===== src/rtl/operand_controller.sv =====
// Operand fetch controller: reads vrs1, vrs2, vrs3, vrs3+1 from the register file and presents A/B/C plus opcode for one cycle.
// Define OPCTRL_BACK2BACK_EN to accept the next uinstr in DONE, removing the idle cycle between operations.
module operand_controller #(
  parameter int ADDR_W   = 4,
  parameter int DATA_W   = 4,
  parameter int OPCODE_W = 4
) (
  input  logic                         clk_i,
  input  logic                         arst_ni,
  input  logic [OPCODE_W+3*ADDR_W-1:0] uinstr_i,
  input  logic                         uinstr_valid_i,
  output logic                         uinstr_ready_o,
  output logic [ADDR_W-1:0]            rd_addr_o,
  output logic                         rd_addr_valid_o,
  input  logic                         rd_addr_ready_i,
  input  logic [DATA_W-1:0]            rd_data_i,
  input  logic                         rd_data_valid_i,
  output logic [DATA_W-1:0]            operand_a_o,
  output logic [DATA_W-1:0]            operand_b_o,
  output logic [2*DATA_W-1:0]          operand_c_o,
  output logic [OPCODE_W-1:0]          operation_code_o,
  output logic                         operation_valid_o
);

  typedef enum logic [1:0] {
    S_IDLE,
    S_FETCH,
    S_DONE
  } state_e;

  state_e               r_state;
  state_e               w_state_nxt;
  logic [OPCODE_W-1:0]  r_opcode;
  logic [ADDR_W-1:0]    r_vrs1;
  logic [ADDR_W-1:0]    r_vrs2;
  logic [ADDR_W-1:0]    r_vrs3;
  logic [2:0]           r_addr_cnt;
  logic [2:0]           r_data_cnt;
  logic [DATA_W-1:0]    r_op_a;
  logic [DATA_W-1:0]    r_op_b;
  logic [2*DATA_W-1:0]  r_op_c;
  logic [OPCODE_W-1:0]  r_op_code;

  logic                 w_ready;
  logic                 w_accept;
  logic                 w_addr_valid;
  logic                 w_addr_hs;
  logic                 w_data_take;
  logic                 w_last_word;
  logic [ADDR_W-1:0]    w_addr;

  assign w_accept     = uinstr_valid_i && w_ready;
  assign w_addr_valid = (r_state == S_FETCH) && (r_addr_cnt < 3'd4);
  assign w_addr_hs    = w_addr_valid && rd_addr_ready_i;
  // Data outside FETCH or past the 4th word is ignored; the counter saturates at 4.
  assign w_data_take  = (r_state == S_FETCH) && rd_data_valid_i && (r_data_cnt < 3'd4);
  assign w_last_word  = w_data_take && (r_data_cnt == 3'd3);

  // NOTE: every always_comb output gets a default first, so no path can infer a latch.
  always_comb begin
    w_addr = '0;
    case (r_addr_cnt)
      3'd0:    w_addr = r_vrs1;
      3'd1:    w_addr = r_vrs2;
      3'd2:    w_addr = r_vrs3;
      3'd3:    w_addr = r_vrs3 + ADDR_W'(1);
      default: w_addr = '0;
    endcase
  end

  always_comb begin
    w_state_nxt       = r_state;
    w_ready           = 1'b0;
    operation_valid_o = 1'b0;
    case (r_state)
      S_IDLE: begin
        w_ready = 1'b1;
        if (uinstr_valid_i) w_state_nxt = S_FETCH;
      end
      S_FETCH: begin
        if (w_last_word) w_state_nxt = S_DONE;
      end
      S_DONE: begin
        operation_valid_o = 1'b1;
`ifdef OPCTRL_BACK2BACK_EN
        w_ready     = 1'b1;
        w_state_nxt = uinstr_valid_i ? S_FETCH : S_IDLE;
`else
        w_state_nxt = S_IDLE;
`endif
      end
      default: w_state_nxt = S_IDLE;
    endcase
  end

  // NOTE: sequential state uses non-blocking assignments only, so every register samples pre-edge values.
  always_ff @(posedge clk_i or negedge arst_ni) begin
    if (!arst_ni) begin
      r_state    <= S_IDLE;
      r_opcode   <= '0;
      r_vrs1     <= '0;
      r_vrs2     <= '0;
      r_vrs3     <= '0;
      r_addr_cnt <= '0;
      r_data_cnt <= '0;
      r_op_a     <= '0;
      r_op_b     <= '0;
      r_op_c     <= '0;
      r_op_code  <= '0;
    end else begin
      r_state <= w_state_nxt;
      if (w_accept) begin
        r_opcode   <= uinstr_i[OPCODE_W+3*ADDR_W-1 -: OPCODE_W];
        r_vrs1     <= uinstr_i[3*ADDR_W-1 -: ADDR_W];
        r_vrs2     <= uinstr_i[2*ADDR_W-1 -: ADDR_W];
        r_vrs3     <= uinstr_i[ADDR_W-1:0];
        r_addr_cnt <= '0;
        r_data_cnt <= '0;
      end else begin
        if (w_addr_hs) r_addr_cnt <= r_addr_cnt + 3'd1;
        if (w_data_take) begin
          r_data_cnt <= r_data_cnt + 3'd1;
          case (r_data_cnt[1:0])
            2'd0: r_op_a                   <= rd_data_i;
            2'd1: r_op_b                   <= rd_data_i;
            2'd2: r_op_c[2*DATA_W-1:DATA_W] <= rd_data_i;
            default: r_op_c[DATA_W-1:0]    <= rd_data_i;
          endcase
        end
        if (w_last_word) r_op_code <= r_opcode;
      end
    end
  end

  assign uinstr_ready_o   = w_ready;
  assign rd_addr_o        = w_addr;
  assign rd_addr_valid_o  = w_addr_valid;
  assign operand_a_o      = r_op_a;
  assign operand_b_o      = r_op_b;
  assign operand_c_o      = r_op_c;
  assign operation_code_o = r_op_code;

endmodule


===== config.mk =====
export PLATFORM = sky130hd
export DESIGN_NAME = operand_controller
export DESIGN_NICKNAME = d
export VERILOG_FILES = /design/src/rtl/operand_controller.sv
export SDC_FILE = /design/constraint.sdc
export NUM_CORES = 1
export LEC_CHECK = 0
export CORE_MARGIN = 2
export CORE_UTILIZATION = 52
export DETAILED_ROUTE_END_ITERATION = 7
export HOLD_SLACK_MARGIN = 0.12
export PLACE_DENSITY = 0.89
export SYNTH_ARGS = -nofsm -noshare
export SYNTH_HDL_FRONTEND = slang
export SYNTH_SLANG_ARGS = --single-unit
export TNS_END_PERCENT = 20

===== constraint.sdc =====
create_clock -name clk_i -period 2.14 [get_ports clk_i]
set_input_delay 0.428 -clock clk_i [delete_from_list [all_inputs] [get_ports clk_i]]
set_output_delay 0.428 -clock clk_i [all_outputs]
set_load 0.1 [all_outputs]

==> results.yml, run 1 <==
synthesis:
  synth-compound-area-share_pct: 4.58
  synth_xor_area_share_pct: 1.27
  synthAdderAreaFrac_pct: 7.23
  ys_warn_count: 0
  syn_inst: 141
  syn_area_per_cell_um2: 14.7
  synth_top_family_by_area: "multiplexers"
  synth_top_area_share_pct: 53.0
  ys_seq_elements: 44
  syn-num-nets: 178
  synth.cell_area_um2: 2080
  synth_cell_types: 25
  synthSimpleGateAreaFrac_pct: 7.23
  yosysSeqAreaShare_pct: 53.0
  yosysTopAreaCell: "dfrtp_1"
  synth.area.mux_share_pct: 24.2
  synth_area_leaders: "dfrtp_1 53%, mux2_4 14%, mux2_2 9.2%"
setup_path:
  critPathRequiredTime_ps: 1710
  worstPathArrival_ps: 1750
  rr_startpoint: "r_state[1]$_DFFE_PN0P_"
  criticalPathCategory: "reg2out"
  crit_path_start: "r_addr_cnt[1]$_DFFE_PN0P_"
  worstSetupEndpointType: "output pin"
  ff2ff_path_depth: 4
  critPathMaxFanout: 4
  startpoint_type: "register"
cts:
  clockBufferDepth: 2
  numCtsBuffers: 5
  clkSinkCount: 44
  cts_tree: "built"
  root_buffer: "clkbuf_8"
  clk_latency_ps: 290
  h-tree-depth: 2
  clk_pin_slew_ps: 80
  cts-hold-fix-buffers: 0
power:
  vdd_drop_max_uv: 673
  powerDensity_nw_per_um2: 926
  p_leak_nw: 1.43
  p_total_mw: 2.59
die:
  io_pins: 52
  die_w_um: 67.2
  dieHeight_um: 67.2
  dieArea_um2: 4510
  initial_core_util_pct: 55.4
  rows: 22
  coreArea_um2: 3740
sta:
  rsz0062_at_grt: "yes"
  maxSlewViolCount: 0
  hold_violations: 0
  setup_ws_ps: -33.9
  clock_skew_ps: 4.42
  max_freq_mhz: 460
  tightest_slew_ps: 952
  setup_violations: 2
  period_needed_ps: 2170
  relSlewSlack_pct: 36.5
  fin_crit_sh_pct: 102
layout:
  finish.instance_area_um2: 2800
  final_nets: 236
  drive_above_1_share_pct: 46.0
  seq_area_um2: 1100
  multi_input_area_um2: 970
  layout_commonest_cell: "dfrtp_1"
  antennaDiodeCount: 0
  fillers: 247
  syn_to_final_growth_pct: 34.7
  final_cell_mix: "44 x dfrtp_1, 23 x clkdlybuf4s50_1, 23 x buf_4"
route:
  ant_nets: 0
  first_pass_iters: 5
  drt_iter0_drc: 76
  dr_total_vias: 1339
  wl_mm: 4.09
  drcViolationCount: 0
  wl_per_cell_um: 16.5
  via_per_inst: 5.40
status:
  status: "finished with violations"
  violations: "negative setup slack"
grt:
  grt_overflow: 0
  grt_first_pass_wirelength_mm: 6.62
  met2_usage_pct: 32.5
  grt_use_met3_pct: 4.33
  use_met1_pct: 26.7
  antenna_found_initial: 0
  first_global_vias: 1331
  grt_max_degree: 45
  grt_use_total_pct: 19.9
  top_usage_layer: "met2"
worst_hold_path:
  min_path_type: "in2async"
placement:
  place_area_um2: 2670
  dp_hpwl_mm: 2.96
  port_buffers: 51
  place_congestion: 0.867
flow_run:
  cap_viol_max_count: 0
## critical path, cell delays in order, from the launching register on
cell	delay (ps)
dfrtp_1	450
inv_2	60
ha_2	200
a222oi_1	330
o21ai_1	200
buf_12	200
## cells in the mapped netlist
master and number:
nand2b_1 1, buf_6 1, xnor2_1 2, a21oi_1 1, nor2_1 5, o21ai_0 3
buf_2 2, mux2i_1 1, and4bb_2 1, dfrtp_1 44, inv_1 8, mux2_2 17
and4bb_1 1, nor3b_1 3, a222oi_1 4, nand2_4 5, mux2_4 20, nand3_1 1
xor2_1 1, ha_1 12, o22ai_1 3, o21bai_1 1, a22o_1 1, nor2b_1 2
nand2_1 1
## metal layers
metal	wire [µm]	up-vias
met5	0	-
met4	31	0
met3	265	3
met2	2010	60
met1	1780	659
li1	-	617
## layout make-up
type / count / share of cell area, %
inverter: 8 / 1.07
timing repair buffer: 54 / 19.6
clock inverter: 3 / 0.671
tap: 48 / 2.15
clock buffer: 5 / 2.46
sequential: 44 / 39.4
multi-input combinational: 86 / 34.7
## kinds of logic (layout without fill, tap and decap cells)
logic type / Yosys count / count (layout)
simple gates: 20 / 20
mux: 38 / 38
compound gates: 13 / 13
buf+inv: 11 / 70
xor+xnor: 3 / 3
flops: 44 / 44
fa+ha+maj: 12 / 12
## final timing paths
kind / endpoint / slack (ps)
setup / recovery: rd_addr_o[1] / -30
hold / removal: operand_a_o[1]$_DFFE_PN0P_ / 280
setup reg to reg: operand_c_o[6]$_DFFE_PN0P_ / 640
hold reg to reg: operation_code_o[0]$_DFFE_PN0P_ / 500
max in group asynchronous: r_vrs2[1]$_DFFE_PN0P_ / 1280
min in group clk_i: operation_code_o[0]$_DFFE_PN0P_ / 500
## report_power, final
part           internal (mW)  total [mW]  switching (mW)  leakage, nW
logic                  0.411        1.05           0.634        0.817
clock network          0.227       0.507           0.280       0.0479
registers              0.926        1.04           0.111        0.563
total                   1.56        2.59            1.02         1.43
## through the flow
step | setup TNS (ps) | util (%) | worst slack [ps] | std cells | hold WS [ps]
after global placement | 0 | 71.2 | 307 | 239 | 489
after detailed placement | 0 | 71.2 | 276 | 239 | 489
final | -38.6 | 74.7 | -33.9 | 248 | 276
after floorplan | -2120 | - | -554 | 141 | 132
after global routing | -281 | 74.7 | -103 | 248 | 340
after CTS | 0 | 73.8 | 0.512 | 248 | 301
## registers in the layout, indices dropped and copies added (netlist names)
name and count:
operand_b_o 4, operand_c_o 8, r_data_cnt 3, operation_code_o 4
r_vrs2 4, r_vrs3 4, r_state 2, r_vrs1 4
r_addr_cnt 3, operand_a_o 4, r_opcode 4
## what timing repair did
action                                 in CTS  in global routing
setup buffers                               1                  0
setup endpoints to repair                   4                  4
resized for setup                           2                  7
pin swaps                                   4                  2
endpoints found under the hold margin       0                  0
Note: power is estimated with default switching activity, not from simulation.
==> inputs of run 2 (changes only) <==
- TNS_END_PERCENT: 20 -> not set
==> run 2 against run 1 <==
  * The run still ends with negative setup slack left
  * Critical path type unchanged
  * Global-route usage grew 2.1 points
  * First-iteration DRC count grew 33%
  * Flip-flop and latch count is the same
  * Clock power grew 5.5%
  * Setup slack gained 9.2 ps
  * Utilization grew 1.9 points
  * Critical path depth is the same
  * Final area grew 2.6%
==> results.yml, run 2 (same netlist as run 1, synthesis figures left out) <==
status:
  status: "finished with violations"
  violations: "negative setup slack"
sta:
  whs_ps: 176
  setup_ws_ps: -24.7
  rsz0062_at_grt: "yes"
  fin_crit_sh_pct: 101
  tightest_slew_ps: 704
  hold_violations: 0
  period_needed_ps: 2160
  maxSlewViolCount: 0
  max_freq_mhz: 462
  setup_violations: 3
  clock_skew_ps: 4.98
  relSlewSlack_pct: 53.1
setup_path:
  rr_endpoint: "operation_code_o[3]$_DFFE_PN0P_"
  rr_startpoint: "r_state[1]$_DFFE_PN0P_"
  ff2ff_path_depth: 4
  critPathMaxFanout: 4
  worstSetupEndpointType: "output pin"
  startpoint_type: "register"
  critPathRequiredTime_ps: 1710
  worstPathArrival_ps: 1740
  criticalPathCategory: "reg2out"
  rrSetupSlack_ps: 620
placement:
  placedCellCount: 242
  dp_hpwl_mm: 3.29
  place_congestion: 0.874
  port_buffers: 51
cts:
  clk_latency_ps: 290
  clk_pin_slew_ps: 80
  clockBufferDepth: 2
  h-tree-depth: 2
  clkSinkCount: 44
  cts_tree: "built"
  numCtsBuffers: 5
  root_buffer: "clkbuf_8"
layout:
  stdcell_count: 254
  final_nets: 242
  fillers: 256
  final_cell_mix: "44 x dfrtp_1, 27 x buf_4, 23 x clkdlybuf4s50_1"
  antennaDiodeCount: 0
  largest_reg_flops: 8
  layout_commonest_cell: "dfrtp_1"
  multi_input_area_um2: 975
  syn_to_final_growth_pct: 38.2
  seq_area_um2: 1100
  final_util_pct: 76.6
  drive_above_1_share_pct: 48.1
route:
  wl_met1_mm: 1.78
  wl_mm: 4.46
  drcViolationCount: 0
  dr.max_layer_used: "met4"
  dr_wl_met3_um: 222
  drt_iter0_drc: 101
  dr_total_vias: 1374
  ant_nets: 0
  wl_per_cell_um: 17.6
  wl_met2_mm: 2.38
  first_pass_iters: 5
  via_per_inst: 5.41
die:
  io_pins: 52
  dieArea_um2: 4510
  dieHeight_um: 67.2
  rows: 22
  initial_core_util_pct: 55.4
  coreArea_um2: 3740
  die_w_um: 67.2
grt:
  first_global_vias: 1462
  grt_overflow: 0
  grt_first_pass_wirelength_mm: 7.27
  antenna_found_initial: 0
  grt_max_degree: 34
  grt_use_total_pct: 22.0
power:
  p_leak_nw: 1.46
  vdd_drop_max_uv: 732
  p_total_mw: 2.68
  powerDensity_nw_per_um2: 935
flow_run:
  cap_viol_max_count: 0
worst_hold_path:
  min_path_type: "in2async"
[run 2: changes by cell type in the layout (fill, tap and decap cells not counted), sizes merged]
cell	delta
buf	+6
clkinv	-3
clkbuf	+2
clkinvlp	+1
[run 2: where the power goes]
group	total, mW	internal, mW	switching [mW]
sequential	1.03	0.926	0.107
clock	0.535	0.262	0.273
combinational	1.11	0.454	0.661
[run 2: cell type report]
class,count,area share [%]
tap,48,2.09
sequential,44,38.4
clock buffer,7,3.01
clock inverter,1,0.262
inverter,8,1.05
multi-input combinational,86,34.0
timing repair buffer,60,21.2
[run 2: worst max-delay path: stages (launching register included)]
cell,delay [ps]
dfrtp_1,400
inv_1,110
ha_2,210
a222oi_1,370
o22ai_2,170
buf_12,190
[run 2: routing by layer]
layer	track usage (%)	up-vias
li1	-	628
met1	26.3	689
met2	39.2	51
met3	5.50	6
met4	6.38	0
met5	0	-
[run 2: repair_timing]
item                       4_1_cts  5_1_grt
cloned                           0        0
hold buffers                     0        0
setup endpoints to repair        4        4
buffers inserted                 3        1
resized for setup                2        6
pin swaps                        3        6
[run 2: worst max-delay path by stage]
stage | from | end
2_1_floorplan | r_addr_cnt[0]$_DFFE_PN0P_ | rd_addr_o[1]
3_3_place_gp | uinstr_valid_i | r_opcode[0]$_DFFE_PN0P_
3_5_place_dp | r_addr_cnt[0]$_DFFE_PN0P_ | rd_addr_o[3]
4_1_cts | r_addr_cnt[1]$_DFFE_PN0P_ | rd_addr_o[3]
5_1_grt | r_addr_cnt[1]$_DFFE_PN0P_ | rd_addr_o[2]
6_report | r_addr_cnt[1]$_DFFE_PN0P_ | rd_addr_o[2]
[run 2: through the flow]
step / area, µm² / setup WS (ps) / TNS [ps]
6_report: 2870 / -24.7 / -60.3
5_1_grt: 2870 / -126 / -369
4_1_cts: 2840 / 1.53 / 0
3_5_place_dp: 2720 / 242 / 0
3_3_place_gp: 2720 / 300 / 0
2_1_floorplan: 2100 / -411 / -411
==> inputs of run 3 (changes only) <==
- clock period: 2.14 -> 2.5 ns (I/O delays scaled with it)
==> run 3 against run 2 <==
  * The run now ends clean
  * Flip-flop and latch count unchanged
  * Routed wire length down 3.9%
  * Via count is 3.4% lower
  * Hold slack improved by 160 ps
  * Clock-buffer cell count down 1
  * Largest cell class unchanged
  * Largest power group is now registers
==> results.yml, run 3 (same netlist as run 1, synthesis figures left out) <==
status:
  status: "complete, no violations"
sta:
  period_needed_ps: 2360
  hold_violations: 0
  clock_skew_ps: 9.80
  finalSetupTns_ps: 0
  relSlewSlack_pct: 37.4
  rsz0062_at_grt: "no"
  max_freq_mhz: 424
  fin_crit_sh_pct: 94.4
  tightest_slew_ps: 938
  setup_violations: 0
  maxSlewViolCount: 0
cts:
  numCtsBuffers: 5
  h-tree-depth: 2
  cts-hold-fix-buffers: 0
  post_cts_buffers: 0
  clk_latency_ps: 300
  clockBufferDepth: 2
  cts_tree: "built"
  post_cts_resized: 0
  clkSinkCount: 44
  root_buffer: "clkbuf_8"
  clk_pin_slew_ps: 90
route:
  drt_iter0_drc: 56
  dr_total_vias: 1327
  dr.max_layer_used: "met4"
  drcViolationCount: 0
  via_per_inst: 5.37
  wl_mm: 4.29
  dr_wl_met3_um: 259
  wl_per_cell_um: 17.3
  wl_met1_mm: 1.67
  ant_nets: 0
  first_pass_iters: 4
  wl_met2_mm: 2.30
power:
  p_sw_share_pct: 38.2
  combinationalPowerShare_pct: 36.3
  clkPwrFrac_pct: 25.1
  vdd_drop_max_uv: 627
  p_leak_nw: 1.43
  seqPwrFrac_pct: 38.6
  switchingPower_uw: 876
  powerDensity_nw_per_um2: 832
  internal-power_mw: 1.42
setup_path:
  rr_startpoint: "r_state[1]$_DFFE_PN0P_"
  startpoint_type: "register"
  worstPathArrival_ps: 1860
  ff2ff_path_depth: 4
  worstSetupEndpointType: "output pin"
  rr_endpoint: "operation_code_o[0]$_DFFE_PN0P_"
  criticalPathCategory: "reg2out"
  critPathMaxFanout: 4
  critPathRequiredTime_ps: 2000
  rrSetupSlack_ps: 970
layout:
  syn_to_final_growth_pct: 32.7
  final_cell_mix: "44 x dfrtp_1, 26 x buf_4, 23 x clkdlybuf4s50_1"
  final_nets: 235
  layout_commonest_cell: "dfrtp_1"
  drive_above_1_share_pct: 43.2
  finish.instance_area_um2: 2760
  antennaDiodeCount: 0
  largest_reg_flops: 8
  fillers: 269
  final_util_pct: 73.6
die:
  dieHeight_um: 67.2
  dieArea_um2: 4510
  initial_core_util_pct: 55.4
  coreArea_um2: 3740
  die_w_um: 67.2
  rows: 22
  io_pins: 52
grt:
  grt_max_degree: 45
  antenna_found_initial: 0
  first_global_vias: 1488
  grt_first_pass_wirelength_mm: 7.11
  grt_overflow: 0
  grt_use_total_pct: 21.9
flow_run:
  cap_viol_max_count: 0
placement:
  place_congestion: 0.903
  place_area_um2: 2630
  dp_hpwl_mm: 3.15
  port_buffers: 51
worst_hold_path:
  min_path_type: "in2async"
[run 3: cell types whose count changed in the layout (fill, tap and decap cells not counted), sizes merged]
cell      delta
buf          -7
bufinv       +1
clkinvlp     -1
clkbuf       -1
clkinv       +1
[run 3: through the flow]
step | std cells | power [mW] | setup slack (ps) | hold WS (ps)
6_report | 247 | 2.29 | 141 | 332
5_1_grt | 247 | 2.39 | 32.8 | 418
4_1_cts | 247 | 2.31 | 121 | 366
3_5_place_dp | 239 | 1.72 | 459 | 499
3_3_place_gp | 239 | 1.68 | 594 | 488
2_1_floorplan | 141 | 1.47 | -123 | 204
[run 3: layout make-up]
class | instances | area, µm² | share of cell area, %
Inverter | 8 | 30.0 | 1.09
Clock inverter | 2 | 38.8 | 1.41
Sequential cell | 44 | 1100 | 40.0
Timing Repair Buffer | 53 | 490 | 17.8
Clock buffer | 6 | 82.6 | 3.00
Tap cell | 48 | 60.1 | 2.18
Multi-Input combinational cell | 86 | 952 | 34.6
[run 3: power groups by stage]
stage	registers (mW)	clock network, mW	logic [mW]
finish	0.885	0.576	0.832
global route	0.897	0.614	0.880
CTS	0.885	0.588	0.835
detailed placement	0.900	0	0.821
global placement	0.886	0	0.794
floorplan	1.01	0	0.465
[run 3: worst max path at each step]
| stage | startpoint | endpoint | slack, ps |
|---|---|---|---|
| after global placement | r_addr_cnt[0]$_DFFE_PN0P_ | rd_addr_o[0] | 590 |
| after floorplan | r_addr_cnt[0]$_DFFE_PN0P_ | rd_addr_o[1] | -120 |
| final | r_addr_cnt[0]$_DFFE_PN0P_ | rd_addr_o[0] | 140 |
| after CTS | r_addr_cnt[0]$_DFFE_PN0P_ | rd_addr_o[0] | 120 |
| after global routing | r_addr_cnt[0]$_DFFE_PN0P_ | rd_addr_o[2] | 30 |
| after detailed placement | r_addr_cnt[0]$_DFFE_PN0P_ | rd_addr_o[0] | 460 |
[run 3: worst max-delay path, stage by stage (launching register included)]
cell and delay [ps]:
dfrtp_1 420, inv_1 90, ha_1 270, a222oi_1 410
o22ai_2 170, buf_12 200
[run 3: per-layer routing]
layer | GRT usage, % | up-vias
met4 | 6.38 | 0
met5 | 0 | -
met3 | 6.17 | 8
li1 | - | 611
met2 | 40.3 | 50
met1 | 24.5 | 658
